### src/rtl/run_ctrl_sync.sv
// run_ctrl_sync: run-request synchroniser, debouncer, clock-enable divider and run-control FSM.
//   iClk          system clock, all logic on its rising edge
//   iRst_n        asynchronous active-low reset, released through a 2-flop synchroniser
//   iRunStart     asynchronous run-request level from a pin
//   iCoreDone     run-finished indication from the downstream core (iClk domain)
//   iTimeout      maximum run length in oClkEn ticks, 0 disables the timeout
//   oClkEn        one-cycle enable pulse every CLK_DIV cycles
//   oCoreRunStart clean run level to the downstream core
//   oRunEnd       run completed
//   oTimedOut     last run ended by timeout
//   oState        IDLE=0, ARM=1, RUN=2, DONE=3
module run_ctrl_sync #(
    parameter int SYNC_STAGES = 2,
    parameter int CLK_DIV     = 2,
    parameter int DEBOUNCE    = 4,
    parameter int TIMER_W     = 16
) (
    input  logic               iClk,
    input  logic               iRst_n,
    input  logic               iRunStart,
    input  logic               iCoreDone,
    input  logic [TIMER_W-1:0] iTimeout,
    output logic               oClkEn,
    output logic               oCoreRunStart,
    output logic               oRunEnd,
    output logic               oTimedOut,
    output logic [1:0]         oState
);
    localparam int DW = $clog2(CLK_DIV);
    localparam int BW = $clog2(DEBOUNCE + 1);

    typedef enum logic [1:0] {IDLE, ARM, RUN, DONE} state_t;

    logic [1:0]             rst_q;
    logic                   rst_n;
    logic [DW-1:0]          div_q, div_d;
    logic                   en_q, en_d;
    logic [SYNC_STAGES-1:0] sync_q;
    logic                   sync_s;
    logic [BW-1:0]          deb_q, deb_d;
    logic                   req_q, req_d;
    state_t                 state_q, state_d;
    logic [TIMER_W-1:0]     timer_q, timer_d;
    logic                   to_q, to_d;
    logic                   run_q, run_d;
    logic                   end_q, end_d;
    logic                   to_hit, start_run;

    // Assertion propagates asynchronously; release reaches the logic two edges later.
    always_ff @(posedge iClk or negedge iRst_n) begin
        if (!iRst_n) rst_q <= '0;
        else         rst_q <= {rst_q[0], 1'b1};
    end

    assign rst_n  = rst_q[1];
    assign sync_s = sync_q[SYNC_STAGES-1];
    assign div_d  = (div_q == DW'(CLK_DIV - 1)) ? '0 : div_q + DW'(1);
    assign en_d   = div_d == DW'(CLK_DIV - 1);
    // Counter restarts whenever the synchronised input agrees with the filtered request.
    assign deb_d  = (sync_s == req_q || deb_q == BW'(DEBOUNCE - 1)) ? '0 : deb_q + BW'(1);
    assign req_d  = (sync_s != req_q && deb_q == BW'(DEBOUNCE - 1)) ? sync_s : req_q;
    assign to_hit = (iTimeout != '0) && (timer_q == iTimeout);

    always_ff @(posedge iClk or negedge rst_n) begin
        if (!rst_n) begin
            div_q   <= '0;
            en_q    <= 1'b0;
            sync_q  <= '0;
            deb_q   <= '0;
            req_q   <= 1'b0;
            state_q <= IDLE;
            timer_q <= '0;
            to_q    <= 1'b0;
            run_q   <= 1'b0;
            end_q   <= 1'b0;
        end else begin
            div_q   <= div_d;
            en_q    <= en_d;
            sync_q  <= {sync_q[SYNC_STAGES-2:0], iRunStart};
            deb_q   <= deb_d;
            req_q   <= req_d;
            state_q <= state_d;
            timer_q <= timer_d;
            to_q    <= to_d;
            run_q   <= run_d;
            end_q   <= end_d;
        end
    end

    // Abort on a dropped request outranks core completion, which outranks timeout.
    always_comb begin
        state_d = state_q;
        case (state_q)
            IDLE: state_d = req_q ? ARM : IDLE;
            ARM:  state_d = !req_q ? IDLE : (en_q ? RUN : ARM);
            RUN:  state_d = !req_q ? IDLE : ((iCoreDone || to_hit) ? DONE : RUN);
            DONE: state_d = req_q ? DONE : IDLE;
        endcase
    end

    always_comb begin
        start_run = (state_q == ARM) && (state_d == RUN);
        timer_d   = start_run ? '0 :
                    (state_q == RUN && en_q && timer_q != '1) ? timer_q + TIMER_W'(1) : timer_q;
        to_d      = start_run ? 1'b0 :
                    (state_q == RUN && req_q && !iCoreDone && to_hit) ? 1'b1 : to_q;
        run_d     = state_q == RUN;
        end_d     = state_q == DONE;
    end

    assign oClkEn        = en_q;
    assign oCoreRunStart = run_q;
    assign oRunEnd       = end_q;
    assign oTimedOut     = to_q;
    assign oState        = state_q;
endmodule

### config.mk
export PLATFORM = sky130hd
export DESIGN_NAME = run_ctrl_sync
export DESIGN_NICKNAME = d
export VERILOG_FILES = /design/src/rtl/run_ctrl_sync.sv
export SDC_FILE = /design/constraint.sdc
export NUM_CORES = 1
export LEC_CHECK = 0
export BUFFER_PORTS_ARGS = -buffer_cell sky130_fd_sc_hd__buf_2
export CAP_MARGIN = 40
export CORE_ASPECT_RATIO = 0.5
export CORE_UTILIZATION = 50
export CTS_BUF_LIST = sky130_fd_sc_hd__clkbuf_4 sky130_fd_sc_hd__clkbuf_8
export CTS_CLUSTER_DIAMETER = 120
export DETAILED_ROUTE_END_ITERATION = 16
export PLACE_DENSITY = 0.72
export RECOVER_POWER = 100
export SLEW_MARGIN = 20
export SYNTH_ARGS = -nofsm -noshare
export SYNTH_HDL_FRONTEND = slang
export SYNTH_SLANG_ARGS = --single-unit
export TNS_END_PERCENT = 100
### constraint.sdc
create_clock -name iClk -period 2.89 [get_ports iClk]
set_clock_uncertainty 0.2 [all_clocks]
set_input_delay 0.4335 -clock iClk [delete_from_list [all_inputs] [get_ports iClk]]
set_output_delay 0.4335 -clock iClk [all_outputs]
set_load 0.1 [all_outputs]
==> results of run 1 <==
-- per-stage QoR --
stage | setup WS [ps] | area [sq um]
6_report | 627 | 1960
3_5_place_dp | 831 | 1830
2_1_floorplan | 540 | 1650
3_3_place_gp | 873 | 1830
4_1_cts | 806 | 1990
5_1_grt | 567 | 1960
-- registers in the layout, indices dropped and copies added, names as in the netlist --
| signal | count |
|---|---|
| rst_q | 2 |
| oRunEnd | 1 |
| deb_q | 3 |
| oState | 2 |
| sync_q | 2 |
| oCoreRunStart | 1 |
| timer_q | 16 |
| oTimedOut | 1 |
| oClkEn | 1 |
| req_q | 1 |
-- routing by layer --
metal	wire [um]	vias to the layer above	share of wire, %
li1	-	679	-
met1	1850	661	49
met2	1570	52	42
met3	219	13	5.9
met4	95	0	2.5
met5	0	-	0
-- cells by family after synthesis --
kind of cell | synth area share (%)
compound gates | 13.2
xor+xnor | 9.01
fa+ha+maj | 2.27
buf+inv | 2.20
flops | 45.4
mux | 1.89
other cells | 0.227
simple gates | 25.7
-- report_power, final --
part / switching, mW / total (mW) / internal [mW]
Clock: 0.172 / 0.540 / 0.368
Combinational: 0.260 / 0.348 / 0.0878
Sequential: 0.0574 / 0.534 / 0.477
Total: 0.490 / 1.42 / 0.932
-- worst max path at each step --
stage / cells past startpoint / start / to
after floorplan: 5 / oClkEn / timer_q[15]
after global routing: 6 / timer_q[0] / timer_q[7]
after detailed placement: 6 / timer_q[0] / timer_q[9]
final: 1 / oState[1] / oState[1]
after global placement: 6 / timer_q[0] / timer_q[9]
after CTS: 6 / timer_q[0] / timer_q[9]
-- cell usage in the layout, fill, tap and decap left out, types with 2 or more instances in the layout --
cell type / synthesis / routed
a21oi_1: 12 / 12
dfrtp_1: 30 / 30
o31ai_1: 8 / 8
ha_1: 3 / 3
nand4_1: 5 / 5
nand3_1: 5 / 6
nand4b_1: 2 / 2
dlygate4sd3_1: 0 / 2
o41ai_1: 2 / 2
o211ai_1: 3 / 3
o21ai_0: 4 / 4
xor2_1: 17 / 17
clkbuf_8: 0 / 6
nor2_1: 5 / 5
nand2_1: 11 / 12
and4_1: 2 / 2
and3_1: 2 / 2
bufinv_16: 0 / 2
buf_2: 2 / 18
mux2i_1: 2 / 2
inv_1: 4 / 4
nand2b_1: 2 / 2
nor4_1: 8 / 9
clkbuf_1: 1 / 9
nor3b_1: 2 / 2
or4_1: 7 / 7
-- final cells by class --
type	instances	area (sq um)	area share, %
clock inverter	2	60.1	3.07
clock buffer	6	82.6	4.22
timing repair buffer	30	151	7.74
tap	40	50.0	2.56
sequential	30	751	38.4
inverter	4	15.0	0.767
multi-input combinational	123	847	43.3
-- repair_timing --
item / in CTS / in global routing
hold buffers: 2 / 0
endpoints found under the hold margin: 11 / 0
setup buffers: 0 / 0
==> results.sh, run 1 <==
export IMPL_grt_overflow=0
export IMPL_grt_max_degree=20
export IMPL_top_usage_layer="met2"
export IMPL_tightestPinTransition_ps=1170
export IMPL_cts_tree="done"
export IMPL_min_from="iRunStart"
export IMPL_slew_headroom_pct=22.7
export IMPL_netlist_instances=161
export IMPL_max_vdd_ir_drop_v=0.000685
export IMPL_cts_root_buf="clkbuf_8"
export IMPL_tns_ps=0
export IMPL_async_flop_share_pct=100
export IMPL_dp_hpwl_um=2770
export IMPL_whs_ps=51.6
export IMPL_syn_nets=184
export IMPL_clock_latency_ps=290
export IMPL_r2r_slack_ps=710
export IMPL_synth_most_common_cell="dfrtp_1"
export IMPL_wl_um=3730
export IMPL_post_cts_resized=0
export IMPL_syn_area_sq_mm=0.00165
export IMPL_antenna_cells=0
export IMPL_crit_path_cell_trace="clkbuf_1"
export IMPL_holdPathEnd="sync_q[0]"
export IMPL_yosys_area_top_type_share_pct=45.4
export IMPL_cp_max_fo=8
export IMPL_path_buf_inv=1
export IMPL_ys_ff_latch=30
export IMPL_drv_slew=0
export IMPL_rsz0062_at_grt="no"
export IMPL_critPathRequiredTime_ps=2260
export IMPL_synth_area_per_cell_sq_um=10.3
export IMPL_crit_path_end_kind="primary output"
export IMPL_yosys_area_top_type="dfrtp_1"
export IMPL_ys_top_cells_by_count="dfrtp_1 (30), xor2_1 (17), a21oi_1 (12)"
export IMPL_firstDrtPassIters=4
export IMPL_fin_crit_sh_pct=78.3
export IMPL_drive_gt1_share_pct=16.4
export IMPL_crit_arrival_ps=1630
export IMPL_yosys_warnings=0
export IMPL_synth_main_ff_cell="dfrtp_1"
export IMPL_crit_family="buffers and inverters"
export IMPL_grt_use_met2_pct=33.9
export IMPL_fin_total_pwr_mw=1.42
export IMPL_layout_min_cycle_time_ps=2260
export IMPL_max_freq_mhz=442
export IMPL_r2r_start="timer_q[0]"
export IMPL_placed_cells=225
export IMPL_wl_per_cell_um=15.9
export IMPL_max_stage_delay_ps=890
export IMPL_route_detailed_drc=0
export IMPL_htree_levels=2
export IMPL_initial_core_util_pct=53.9
export IMPL_clkSlewWorstSetupHoldPaths_ps=60
export IMPL_grt_use_met1_pct=32.5
export IMPL_num_rows=14
export IMPL_status="completed"
export IMPL_grtUsageTotal_pct=23.6
export IMPL_ys_types=44
export IMPL_gp_congestion=0.893
export IMPL_portBuffers=25
export IMPL_die_area_sq_mm=0.00355
export IMPL_clock_sinks=30
export IMPL_fill_cells=253
export IMPL_grt_util_met3_pct=7.00
export IMPL_grt_pass1_wl_um=6220
export IMPL_crit_type="flop to primary output"
export IMPL_power_leakage_nw=0.896
export IMPL_drt_iter0_drc=123
export IMPL_synth_area_leaders="dfrtp_1 (45%), xor2_1 (9.0%), a21oi_1 (3.6%)"
export IMPL_ant_nets=0
export IMPL_numCtsBuffers=5
export IMPL_io_pins=26
export IMPL_hold_class="input port to flop"
export IMPL_grt_pass1_vias=1317
export IMPL_synth_edf_count=0
export IMPL_power_density_mw_per_mm2=727
export IMPL_dieWidth_um=83.3
export IMPL_cts_max_path_buffers=2
export IMPL_die_h_um=42.7
export IMPL_worstRegToRegCells=6
export IMPL_ys_seq_area_share_pct=45.4
export IMPL_final_hold_viol_count=0
export IMPL_fin_nets=217
export IMPL_setup_viol=0
export IMPL_instances_no_fill=235
export IMPL_area_delta_synth_final_pct=18.4
export IMPL_start_kind="flop"
export IMPL_cap_violations=0
export IMPL_critPathSlowestCell="clkbuf_1"
export IMPL_regToRegEndpoint="timer_q[7]"
export IMPL_fin_util_pct=63.8
export IMPL_antenna_found_initial=0
export IMPL_dr_total_vias=1405
export IMPL_hold_path_cell_count=1
export IMPL_coreArea_sq_mm=0.00307
export IMPL_vias_per_cell=5.98
No activity file was read; power rests on OpenSTA's default activity.
==> run 2: changes to the inputs <==
Clock period 2.89 ns to 2.3 ns, I/O delays scaled along.
==> run 2 against run 1 <==
Net effect: sequential share of layout area increased by 0.088 points; largest power group is now sequential cells; sequential power increased by 26%; cell count increased by 0.85%; combinational power increased by 26%; count of clock-buffer cells in the layout increased by 1; design area about the same.
==> results.sh, run 2 (synthesis results as in run 1) <==
export IMPL_power_density_mw_per_mm2=864
export IMPL_tns_ps=0
export IMPL_grt_overflow=0
export IMPL_slew_headroom_pct=23.1
export IMPL_post_cts_resized=0
export IMPL_power_leakage_nw=0.902
export IMPL_cts_root_buf="clkbuf_8"
export IMPL_fin_crit_sh_pct=89.7
export IMPL_fin_util_pct=63.8
export IMPL_r2r_start="timer_q[0]"
export IMPL_hold_path_cell_count=3
export IMPL_max_vdd_ir_drop_v=0.00101
export IMPL_hold_class="input port to flop"
export IMPL_portBuffers=25
export IMPL_placed_area_sq_mm=0.00184
export IMPL_drive_gt1_share_pct=19.3
export IMPL_worstRegToRegCells=5
export IMPL_die_area_sq_mm=0.00355
export IMPL_final_hold_viol_count=0
export IMPL_cp_max_fo=6
export IMPL_firstDrtPassIters=4
export IMPL_critPathSlowestCell="nor4b_2"
export IMPL_crit_path_cell_trace="ha_1 -> nand4_1 -> nor4b_2 -> nor3b_1 -> mux2i_1"
export IMPL_final_area_sq_mm=0.00196
export IMPL_vias_per_cell=6.12
export IMPL_layout_min_cycle_time_ps=2060
export IMPL_cap_violations=0
export IMPL_postCtsSetupBuffers=0
export IMPL_antenna_found_initial=0
export IMPL_holdPathEnd="oState[0]"
export IMPL_cts_tree="done"
export IMPL_grt_pass1_wl_um=6310
export IMPL_fin_nets=219
export IMPL_biggestRegsByFlops="timer_q x16, deb_q x3"
export IMPL_clock_latency_ps=290
export IMPL_grt_pass1_vias=1298
export IMPL_max_freq_mhz=484
export IMPL_placed_cells=226
export IMPL_largest_reg_flops=16
export IMPL_dieWidth_um=83.3
export IMPL_drt_iter0_drc=104
export IMPL_wl_per_cell_um=16.0
export IMPL_cts_max_path_buffers=2
export IMPL_clkSlewWorstSetupHoldPaths_ps=70
export IMPL_hold_buffers=3
export IMPL_initial_core_util_pct=53.9
export IMPL_grt_max_degree=13
export IMPL_antenna_cells=0
export IMPL_start_kind="flop"
export IMPL_route_detailed_drc=0
export IMPL_pre_cts_ws_ps=249
export IMPL_largest_register="timer_q"
export IMPL_r2r_slack_ps=240
export IMPL_clock_sinks=30
export IMPL_htree_levels=2
export IMPL_critPathRequiredTime_ps=2260
export IMPL_fin_total_pwr_mw=1.69
export IMPL_area_delta_synth_final_pct=18.3
export IMPL_coreArea_sq_mm=0.00307
export IMPL_io_pins=26
export IMPL_rsz0062_at_grt="no"
export IMPL_max_stage_delay_ps=550
export IMPL_regToRegEndpoint="timer_q[4]"
export IMPL_dr_total_vias=1451
export IMPL_num_rows=14
export IMPL_crit_arrival_ps=2030
export IMPL_layout_commonest_cell="dfrtp_1"
export IMPL_status="completed"
export IMPL_die_h_um=42.7
export IMPL_tightestPinTransition_ps=1160
export IMPL_drv_slew=0
export IMPL_dp_hpwl_um=2780
export IMPL_crit_type="flop to flop"
export IMPL_setup_viol=0
export IMPL_wl_um=3800
export IMPL_min_from="iCoreDone"
export IMPL_gp_congestion=0.905
export IMPL_grtUsageTotal_pct=23.9
export IMPL_fill_cells=241
export IMPL_ant_nets=0
export IMPL_crit_path_end_kind="flop"
export IMPL_whs_ps=123
export IMPL_layout_common_cells="dfrtp_1 (29), buf_2 (18), xor2_1 (17)"
export IMPL_instances_no_fill=237
export IMPL_numCtsBuffers=5
export IMPL_setup_slack_ps=236
==> run 2: cell type report <==
cell class	instances	area [sq um]	area share [%]
Clock buffer	7	90.1	4.61
Inverter	4	15.0	0.768
Clock inverter	1	30.0	1.54
Tap cell	40	50.0	2.56
Timing Repair Buffer	32	173	8.83
Sequential cell	30	752	38.5
Multi-Input combinational cell	123	846	43.3
==> run 2: worst max-delay path by stage <==
stage	from	endpoint	slack, ps	cells after the start
after floorplan	oState[0]	timer_q[15]	100	5
after global placement	timer_q[0]	timer_q[9]	290	6
after detailed placement	timer_q[0]	timer_q[9]	250	6
after CTS	timer_q[0]	timer_q[9]	220	6
after global routing	timer_q[0]	timer_q[2]	70	5
final	timer_q[0]	timer_q[4]	240	5
==> run 2: layer usage <==
| metal | track usage, % | wire, um |
|---|---|---|
| met3 | 6.42 | 286 |
| met5 | 0 | 0 |
| met4 | 11.4 | 98 |
| met2 | 35.2 | 1640 |
| met1 | 33.0 | 1780 |
==> run 2: worst max-delay path: cells and delay by family (launching register included) <==
family / cells / cell delay (ps)
adders and majority gates: 1 / 230
muxes: 1 / 140
DFF: 1 / 430
and+or+nand+nor: 3 / 930
==> run 2: report_power, final <==
group | internal [mW] | total, mW | switching [mW] | leakage (nW)
registers | 0.601 | 0.674 | 0.0730 | 0.401
clock network | 0.365 | 0.576 | 0.211 | 0.0619
logic | 0.116 | 0.440 | 0.325 | 0.439
total | 1.08 | 1.69 | 0.609 | 0.902
==> run 3: changes to the inputs <==
Settings changed: ABC_AREA from default to 1, PLACE_DENSITY 0.72 to 0.7.
==> run 3 against run 2 <==
Net effect: global-route usage up 0.14 points; synthesized area up 25%; routed wire length up 29%; critical path depth down 4; combinational power up 87%.
==> results.sh, run 3 <==
export IMPL_status="completed"
export IMPL_cts_max_path_buffers=2
export IMPL_setup_slack_ps=300
export IMPL_numCtsBuffers=5
export IMPL_initial_core_util_pct=52.6
export IMPL_multi_input_area_sq_mm=0.00106
export IMPL_cts_root_buf="clkbuf_8"
export IMPL_fill_cells=396
export IMPL_cap_violations=0
export IMPL_power_leakage_nw=1.21
export IMPL_drv_slew=0
export IMPL_fin_nets=355
export IMPL_slew_headroom_pct=23.1
export IMPL_largest_register="timer_q"
export IMPL_biggestRegsByFlops="timer_q x16, deb_q x3"
export IMPL_r2r_slack_ps=320
export IMPL_post_cts_resized=0
export IMPL_htree_levels=2
export IMPL_io_pins=26
export IMPL_vias_per_cell=5.05
export IMPL_worstSetupPathDepth=1
export IMPL_regArea_sq_um=752
export IMPL_placed_area_sq_mm=0.00225
export IMPL_synth_compound_area_share_pct=7.94
export IMPL_crit_arrival_ps=1450
export IMPL_ant_nets=0
export IMPL_regToRegEndpoint="timer_q[8]"
export IMPL_area_delta_synth_final_pct=12.7
export IMPL_grt_overflow=0
export IMPL_yosys_area_top_type_share_pct=36.4
export IMPL_p_int_mw=1.17
export IMPL_synth_edf_count=0
export IMPL_crit_family="buffers and inverters"
export IMPL_final_hold_viol_count=0
export IMPL_crit_type="flop to primary output"
export IMPL_cp_max_fo=1
export IMPL_coreArea_sq_mm=0.00392
export IMPL_max_stage_delay_ps=850
export IMPL_path_buf_inv=1
export IMPL_portBuffers=25
export IMPL_grt_max_degree=29
export IMPL_drt_iter0_drc=159
export IMPL_final_area_sq_mm=0.00232
export IMPL_cts_tree="done"
export IMPL_synth_simple_area_share_pct=40.8
export IMPL_num_rows=16
export IMPL_start_kind="flop"
export IMPL_hold_class="flop to async pin"
export IMPL_dr_total_vias=1953
export IMPL_antenna_cells=0
export IMPL_max_freq_mhz=500
export IMPL_comb_power_share_pct=38.7
export IMPL_pre_cts_ws_ps=368
export IMPL_layout_common_cells="nand2_1 (99), nor2_1 (43), inv_1 (41)"
export IMPL_r2r_start="timer_q[0]"
export IMPL_p_seq_share_pct=39.9
export IMPL_swShare_pct=45.1
export IMPL_dieWidth_um=92.8
export IMPL_grt_pass1_vias=1694
export IMPL_drive_gt1_share_pct=17.7
export IMPL_ys_top_cells_by_count="nand2_1 (93), nor2_1 (43), inv_1 (41)"
export IMPL_dp_hpwl_um=3840
export IMPL_ys_ff_latch=30
export IMPL_synth_top_family_by_area="simple AND/OR/NAND/NOR gates"
export IMPL_firstDrtPassIters=4
export IMPL_largest_reg_flops=16
export IMPL_die_h_um=47.4
export IMPL_clock_sinks=30
export IMPL_synth_main_ff_cell="dfrtp_1"
export IMPL_yosys_area_top_type="dfrtp_1"
export IMPL_ys_seq_area_share_pct=36.4
export IMPL_grtUsageTotal_pct=24.0
export IMPL_crit_path_cell_trace="clkbuf_1"
export IMPL_gp_congestion=0.934
export IMPL_ys_types=26
export IMPL_syn_nets=320
export IMPL_power_density_mw_per_mm2=914
export IMPL_grt_pass1_wl_um=7760
export IMPL_yosys_warnings=0
export IMPL_synth_mux_area_share_pct=0
export IMPL_clock_latency_ps=290
export IMPL_tns_ps=0
export IMPL_rsz0062_at_grt="no"
export IMPL_tightestPinTransition_ps=1160
export IMPL_synthAdderAreaFrac_pct=1.82
export IMPL_synthXorXnorAreaFrac_pct=2.55
export IMPL_cp_endpoint="oCoreRunStart"
export IMPL_netlist_instances=297
export IMPL_clkSlewWorstSetupHoldPaths_ps=70
export IMPL_die_area_sq_mm=0.00440
export IMPL_setup_viol=0
export IMPL_async_flop_share_pct=100
export IMPL_worstRegToRegCells=10
export IMPL_synth_area_per_cell_sq_um=6.95
export IMPL_syn_area_sq_mm=0.00206
export IMPL_wl_per_cell_um=12.7
export IMPL_layout_commonest_cell="nand2_1"
export IMPL_layout_min_cycle_time_ps=2000
export IMPL_fin_util_pct=59.2
export IMPL_max_vdd_ir_drop_v=0.000413
export IMPL_wl_um=4910
export IMPL_antenna_found_initial=0
export IMPL_fin_crit_sh_pct=86.9
export IMPL_synth_most_common_cell="nand2_1"
export IMPL_p_sw_mw=0.959
export IMPL_startpoint="oCoreRunStart"
export IMPL_fin_total_pwr_mw=2.12
export IMPL_synth_area_leaders="dfrtp_1 (36%), nand2_1 (17%), nor2_1 (7.8%)"
export IMPL_critPathRequiredTime_ps=1750
export IMPL_route_detailed_drc=0
export IMPL_critPathSlowestCell="clkbuf_1"
export IMPL_crit_path_end_kind="primary output"
export IMPL_clockPowerShare_pct=21.4
## run 3: cell types whose count changed after synthesis, sizes merged, moves of 7 or more
cell and change:
o21ai +15, xor2 -11, nor2 +39, o31ai -8
a21oi -9, nor3 +9, inv +43, nand2 +91
or4 -7, nand3 +11, nor4 -9
## run 3: layout make-up
cell class,instances,share of cell area [%]
Multi-Input combinational cell,218,45.8
Sequential cell,30,32.3
Inverter,47,7.80
Timing Repair Buffer,30,7.05
Clock buffer,7,3.88
Tap cell,54,2.91
Clock inverter,1,0.215
## run 3: cells by family after synthesis
kind of cell             Yosys count
AO/OA/AOI/OAI                     23
XOR/XNOR                           6
adder cells (fa/ha/maj)            3
buffers and inverters             49
flip-flops                        30
other                              1
AND/OR/NAND/NOR                  185
## run 3: power groups by stage
stage	logic [mW]	clock network, mW	registers, mW
floorplan	0.486	0	0.992
global placement	0.816	0	0.848
detailed placement	0.831	0	0.855
CTS	0.840	0.467	0.845
global route	0.910	0.483	0.869
finish	0.822	0.455	0.848
## run 3: worst min-delay path by stage
stage | endpoint | cells past startpoint
floorplan | rst_q[0] | 0
detailed placement | rst_q[0] | 1
CTS | timer_q[3] | 1
finish | timer_q[9] | 1
global route | timer_q[3] | 1
global placement | rst_q[0] | 1
## run 3: timing repair
item	CTS	global route
hold buffers	2	0
hold endpoints to repair	3	0
setup buffers	0	0
## run 3: metal layers
| layer | wire, um | up-vias | share of wire, % | GRT usage [%] |
|---|---|---|---|---|
| met5 | 0 | - | 0 | 0 |
| met4 | 45 | 0 | 0.92 | 6.46 |
| met3 | 456 | 5 | 9.3 | 8.73 |
| met2 | 2110 | 73 | 43 | 38.2 |
| met1 | 2290 | 888 | 47 | 31.9 |
| li1 | - | 987 | - | - |
## run 3: metrics by stage
step                      hold WS (ps)  instances
final                             41.6        387
after global routing              91.9        387
after CTS                         64.8        387
after detailed placement         -66.5        377
after global placement           -69.8        377
after floorplan                   -151        297
